File: src/rtl/instruction_fetch_stage.sv
// Instruction fetch stage: PC register, synchronous-ROM address generation and IF/ID register.
// Optional debug port set (halt input, fetch counter, live PC) enabled by defining IF_DEBUG_EN.
module instruction_fetch_stage #(
  parameter int unsigned       WIDTH_B    = 32,
  parameter int unsigned       ADDR_B     = 10,
  parameter logic [ADDR_B-1:0] RESET_ADDR = '0
) (
  input  logic               clk,
  input  logic               reset,
  input  logic               stall,
  input  logic               jump_en,
  input  logic [ADDR_B-1:0]  jump_addr,
  output logic [ADDR_B-1:0]  rom_addr,
  input  logic [WIDTH_B-1:0] rom_data,
  output logic [WIDTH_B-1:0] instr_o,
  output logic [ADDR_B-1:0]  pc_o,
  output logic [ADDR_B-1:0]  pc_next_o,
  output logic               valid_o
`ifdef IF_DEBUG_EN
  ,
  input  logic               dbg_halt,
  output logic [31:0]        dbg_fetch_count,
  output logic [ADDR_B-1:0]  dbg_pc
`endif
);

  localparam int unsigned CNT_W = 32;

  typedef struct packed {
    logic [WIDTH_B-1:0] instr;
    logic [ADDR_B-1:0]  pc;
    logic [ADDR_B-1:0]  pc_next;
    logic               valid;
  } ifid_t;

  logic [ADDR_B-1:0] pc_q;
  logic [ADDR_B-1:0] pc_inc_c;
  logic              hold_c;
  logic              load_c;
  ifid_t             ifid_q, ifid_d;

  // Debug halt is indistinguishable from a hazard stall.
`ifdef IF_DEBUG_EN
  assign hold_c = stall | dbg_halt;
`else
  assign hold_c = stall;
`endif

  assign pc_inc_c = pc_q + ADDR_B'(1);
  assign load_c   = !reset && !jump_en && !hold_c;

  // ROM address select; pc_q always tracks the address whose data is on rom_data.
  always_comb begin
    rom_addr = pc_inc_c;
    if (reset) begin
      rom_addr = RESET_ADDR;
    end else if (jump_en) begin
      rom_addr = jump_addr;
    end else if (hold_c) begin
      rom_addr = pc_q;
    end
  end

  always_ff @(posedge clk) begin
    pc_q <= rom_addr;
  end

  // IF/ID next value: a jump squashes the fetch currently returning from the ROM.
  always_comb begin
    ifid_d = ifid_q;
    if (reset) begin
      ifid_d.instr   = '0;
      ifid_d.pc      = RESET_ADDR;
      ifid_d.pc_next = RESET_ADDR + ADDR_B'(1);
      ifid_d.valid   = 1'b0;
    end else if (jump_en) begin
      ifid_d.instr   = rom_data;
      ifid_d.pc      = pc_q;
      ifid_d.pc_next = pc_inc_c;
      ifid_d.valid   = 1'b0;
    end else if (!hold_c) begin
      ifid_d.instr   = rom_data;
      ifid_d.pc      = pc_q;
      ifid_d.pc_next = pc_inc_c;
      ifid_d.valid   = 1'b1;
    end
  end

  always_ff @(posedge clk) begin
    ifid_q <= ifid_d;
  end

  assign instr_o   = ifid_q.instr;
  assign pc_o      = ifid_q.pc;
  assign pc_next_o = ifid_q.pc_next;
  assign valid_o   = ifid_q.valid;

`ifdef IF_DEBUG_EN
  logic [CNT_W-1:0] fetch_cnt_q, fetch_cnt_d;

  // Counts every edge on which a real instruction enters IF/ID.
  always_comb begin
    fetch_cnt_d = fetch_cnt_q;
    if (reset) begin
      fetch_cnt_d = '0;
    end else if (load_c) begin
      fetch_cnt_d = fetch_cnt_q + CNT_W'(1);
    end
  end

  always_ff @(posedge clk) begin
    fetch_cnt_q <= fetch_cnt_d;
  end

  assign dbg_fetch_count = fetch_cnt_q;
  assign dbg_pc          = pc_q;
`else
  logic unused_c;
  assign unused_c = load_c ^ (CNT_W == 0);
`endif

endmodule

File: config.mk
export PLATFORM = sky130hd
export DESIGN_NAME = instruction_fetch_stage
export DESIGN_NICKNAME = d
export VERILOG_FILES = /design/src/rtl/instruction_fetch_stage.sv
export SDC_FILE = /design/constraint.sdc
export NUM_CORES = 1
export LEC_CHECK = 0
export CORE_UTILIZATION = 42
export DETAILED_ROUTE_END_ITERATION = 10
export PLACE_DENSITY = 0.8
export SLEW_MARGIN = 20
export SYNTH_ARGS = -nofsm -noshare
export SYNTH_HDL_FRONTEND = slang
export SYNTH_SLANG_ARGS = --single-unit
export TNS_END_PERCENT = 20
File: constraint.sdc
create_clock -name clk -period 2.5 [get_ports clk]
set_clock_uncertainty 0.15 [all_clocks]
set_input_delay 0.25 -clock clk [delete_from_list [all_inputs] [get_ports clk]]
set_output_delay 0.25 -clock clk [all_outputs]
set_load 0.01 [all_outputs]
==> run summary, run 1 <==
====================================================================================
Run status ............................................................ finished, final reports clean
Half-perimeter wire length of the detailed placement result ...........      4924 µm
Growth of design area from synthesis to finish ........................       57.81%
Endpoints failing hold ................................................            0
Average cell area after synthesis .....................................    8.139 µm²
Average routed wire per standard cell .................................     13.72 µm
Worst supply voltage drop on vdd ......................................    0.4407 mV
Register area share after synthesis ...................................       49.51%
Hold Path Depth .......................................................            4
Synth cell count leaders .............................................. sky130_fd_sc_hd__nand2_1, sky130_fd_sc_hd__dfxtp_1, sky130_fd_sc_hd__a21oi_1, sky130_fd_sc_hd__clkbuf_1, sky130_fd_sc_hd__nor2_1
Top area cells in the synthesized netlist ............................. sky130_fd_sc_hd__dfxtp_1, sky130_fd_sc_hd__nand2_1, sky130_fd_sc_hd__a21oi_1
Most instantiated flip-flop cell in the synthesis netlist ............. sky130_fd_sc_hd__dfxtp_1
1st-iter DRT viols ....................................................          120
Least-Margin Pin Slew .................................................    0.4499 ns
Hold Path Origin ......................................................        reset
CTS clock-pin slew for the worst setup and hold paths .................      0.07 ns
Vertical die dimension ................................................     79.88 µm
Core ar. ..............................................................     5886 µm²
Number of buffers inserted by port buffering ..........................          108
Register-to-register path setup slack .................................      0.59 ns
Crit path launch type ................................................. primary input
Minimum setup slack in the final design ...............................   0.05495 ns
H-tree depth ..........................................................            3
Synthesized area ......................................................     2547 µm²
Max_slew headroom .....................................................       70.00%
CTS tree ..............................................................          yes
Portion of synthesized cell area occupied by the leading cell type ....       49.51%
Antenna violations before repair ......................................            0
Most frequently used cell type in the post-synthesis netlist .......... sky130_fd_sc_hd__nand2_1
Via count .............................................................         2551
Clock insertion delay at the later pin of the skew report .............      0.33 ns
Post-layout util ......................................................       68.30%
R2R Path End .......................................................... pc_next_o[6]$_SDFFE_PP0P_
Final count of pins violating max slew ................................            0
Total power ...........................................................     2.506 mW
Hold/Removal Path Class ............................................... primary input to flop
DRT Pass-1 Iters ......................................................            4
Total placed cells including tap cells ................................          493
CP Capture Type .......................................................  output port
Top cell type by total area after synthesis ........................... sky130_fd_sc_hd__dfxtp_1
Global-route usage over all layers ....................................       22.89%
CTS Root Cell ......................................................... sky130_fd_sc_hd__clkbuf_8
Number of rows created at floorplan ...................................           28
GP Congestion .........................................................       0.8098
Leakage power summed over all cells ...................................     1.582 nW
Worst Reg2Reg Path Length in Cells ....................................            6
Finished Layout Cells .................................................          509
Proportion of synthesized flip-flops having asynchronous set or reset .           0%
Net count of the finished layout ......................................          478
Proportion of layout cells with a drive suffix above 1 ................       13.13%
Count of unique library cells instantiated by Yosys ...................           39
Number of ports placed on the die boundary ............................          109
Sum Neg Setup Slack ...................................................         0 ns
PwrDens ............................................................... 623.2 nW/µm²
Global-route wire length before repair ................................     11440 µm
Maximum frequency from static timing analysis .........................    409.0 MHz
Count of flip-flops with a built-in enable after synthesis ............            0
Final worst-path cycle share ..........................................       97.80%
Drt drc ...............................................................            0
Antenna Violating Nets Remaining ......................................            0
Aggregate global routing overflow .....................................            0
Crit path time final ..................................................     2.445 ns
CTS max path bufs .....................................................            2
Initial standard-cell utilization of the core .........................       43.28%
Gate Count Post-Synth .................................................          313
Vias in the first global route ........................................         2537
Net count of the mapped netlist .......................................          362
Routed wire length ....................................................      6986 µm
Number of diodes added for antenna fixing .............................            0
CP Data Arrival Time ..................................................      2.05 ns
Setup repair after global routing missed its margin ...................         true
Clk sink count ........................................................           63
Vias/cell .............................................................        5.012
Number of buffers added by the clock tree synthesis step ..............            9
Final number of setup-violating endpoints .............................            0
Post-Place Worst Slack ................................................   -0.2710 ns
Reg2Reg Launch Point .................................................. pc_q[0]$_DFF_P_
Yosys synthesis warning count .........................................            0
Maximum net fanout on the critical path ...............................            4
Required arrival time at the worst endpoint ...........................      2.10 ns
WS Path Type .......................................................... primary input to output port
Die width .............................................................     79.88 µm
Full die area .........................................................     6381 µm²
Maximum number of pins on one net before global-route repair ..........           43
Max-cap viol count ....................................................            0
Worst hold endpoint ................................................... pc_q[7]$_DFF_P_
Filler cell count .....................................................          481
Flops & latches, synth ................................................           63
====================================================================================
logic make-up after synthesis:
logic type	share of synthesized area, %
AO/OA/AOI/OAI	18.27
AND/OR/NAND/NOR	22.94
adder cells (fa/ha/maj)	1.474
flip-flops	49.51
buffers and inverters	4.813
XOR/XNOR	1.719
multiplexers	1.277
how the worst max path moves through the flow:
stage,from,depth (start not counted),slack (ns),endpoint
4_1_cts,stall,5,0.009,rom_addr[8]
3_5_place_dp,stall,5,-0.27,rom_addr[8]
2_1_floorplan,pc_q[0]$_DFF_P_,4,0.42,rom_addr[6]
5_1_grt,stall,5,-0.02,rom_addr[7]
3_3_place_gp,stall,5,-0.23,rom_addr[7]
6_report,stall,5,0.05,rom_addr[7]
power breakdown:
group	switching, mW	internal, mW	total, mW
clock network	0.400	0.585	0.985
logic	0.181	0.231	0.412
registers	0.0413	1.07	1.11
total	0.622	1.88	2.51
through the flow:
| stage | area, µm² | hold WS, ns |
|---|---|---|
| 3_3_place_gp | 3801 | 0.2868 |
| 2_1_floorplan | 2547 | 0.2405 |
| 4_1_cts | 4028 | 0.2753 |
| 5_1_grt | 4020 | 0.3128 |
| 6_report | 4020 | 0.2988 |
| 3_5_place_dp | 3801 | 0.2925 |
cell type report:
type | instances | area (µm²) | area share (%)
repair buffers | 130 | 1237 | 30.78
clock buffers | 10 | 137.6 | 3.424
clock inverters | 6 | 83.83 | 2.085
flip-flops and latches | 63 | 1264 | 31.43
inverters | 5 | 18.77 | 0.4669
well taps | 75 | 93.84 | 2.334
multi-input cells | 220 | 1185 | 29.47
worst max-delay path: stages:
cell,delay (ns)
sky130_fd_sc_hd__clkdlybuf4s50_1,0.46
sky130_fd_sc_hd__or3_1,0.42
sky130_fd_sc_hd__or4_1,0.51
sky130_fd_sc_hd__o211ai_1,0.13
sky130_fd_sc_hd__clkdlybuf4s15_1,0.28
per-layer routing:
| layer | GRT usage (%) | vias to the layer above | part of all wire [%] |
|---|---|---|---|
| met4 | 8.571 | 0 | 0.89 |
| met1 | 27.76 | 1177 | 45 |
| met3 | 5.829 | 7 | 4.7 |
| li1 | - | 1301 | - |
| met2 | 38.72 | 66 | 49 |
| met5 | 0 | - | 0 |
what timing repair did:
item | CTS | global route
hold buffers | 0 | 0
setup buffers | 0 | 0
resized for setup | 13 | 4
endpoints found under the hold margin | 0 | 0
setup endpoints to repair | 8 | 3
registers in the layout, indices dropped and copies added, names as in the netlist:
name and count:
instr_o 32, pc_next_o 10, pc_o 10, pc_q 10, valid_o 1
layout by cell type (no fill, tap or decap), drive strengths merged, types with 2 or more instances in the layout:
cell type      instances
bufinv                 2
or4                    4
o31ai                  2
dlygate4sd2            5
a21oi                 46
or3                    7
ha                     3
clkinv                 4
nand4                  3
o21ai                  6
a211oi                 5
buf                   23
o211ai                 4
a311oi                 7
clkbuf                12
dfxtp                 63
clkdlybuf4s50         99
inv                    5
nor2                  15
nand2                 91
xnor2                  4
a22oi                  2
mux2                   2
nand3                  3
nor2b                  2
and4                   2
a31o                   2
No activity file was read; power rests on OpenSTA's default activity.
==> inputs of run 2 (changes only) <==
Settings changed: ABC_CLOCK_PERIOD_IN_PS from default to 2500, SLEW_MARGIN 20 to 5.
==> results of run 2 <==
No change in the layout: final DEF, timing and power equal those of run 1.
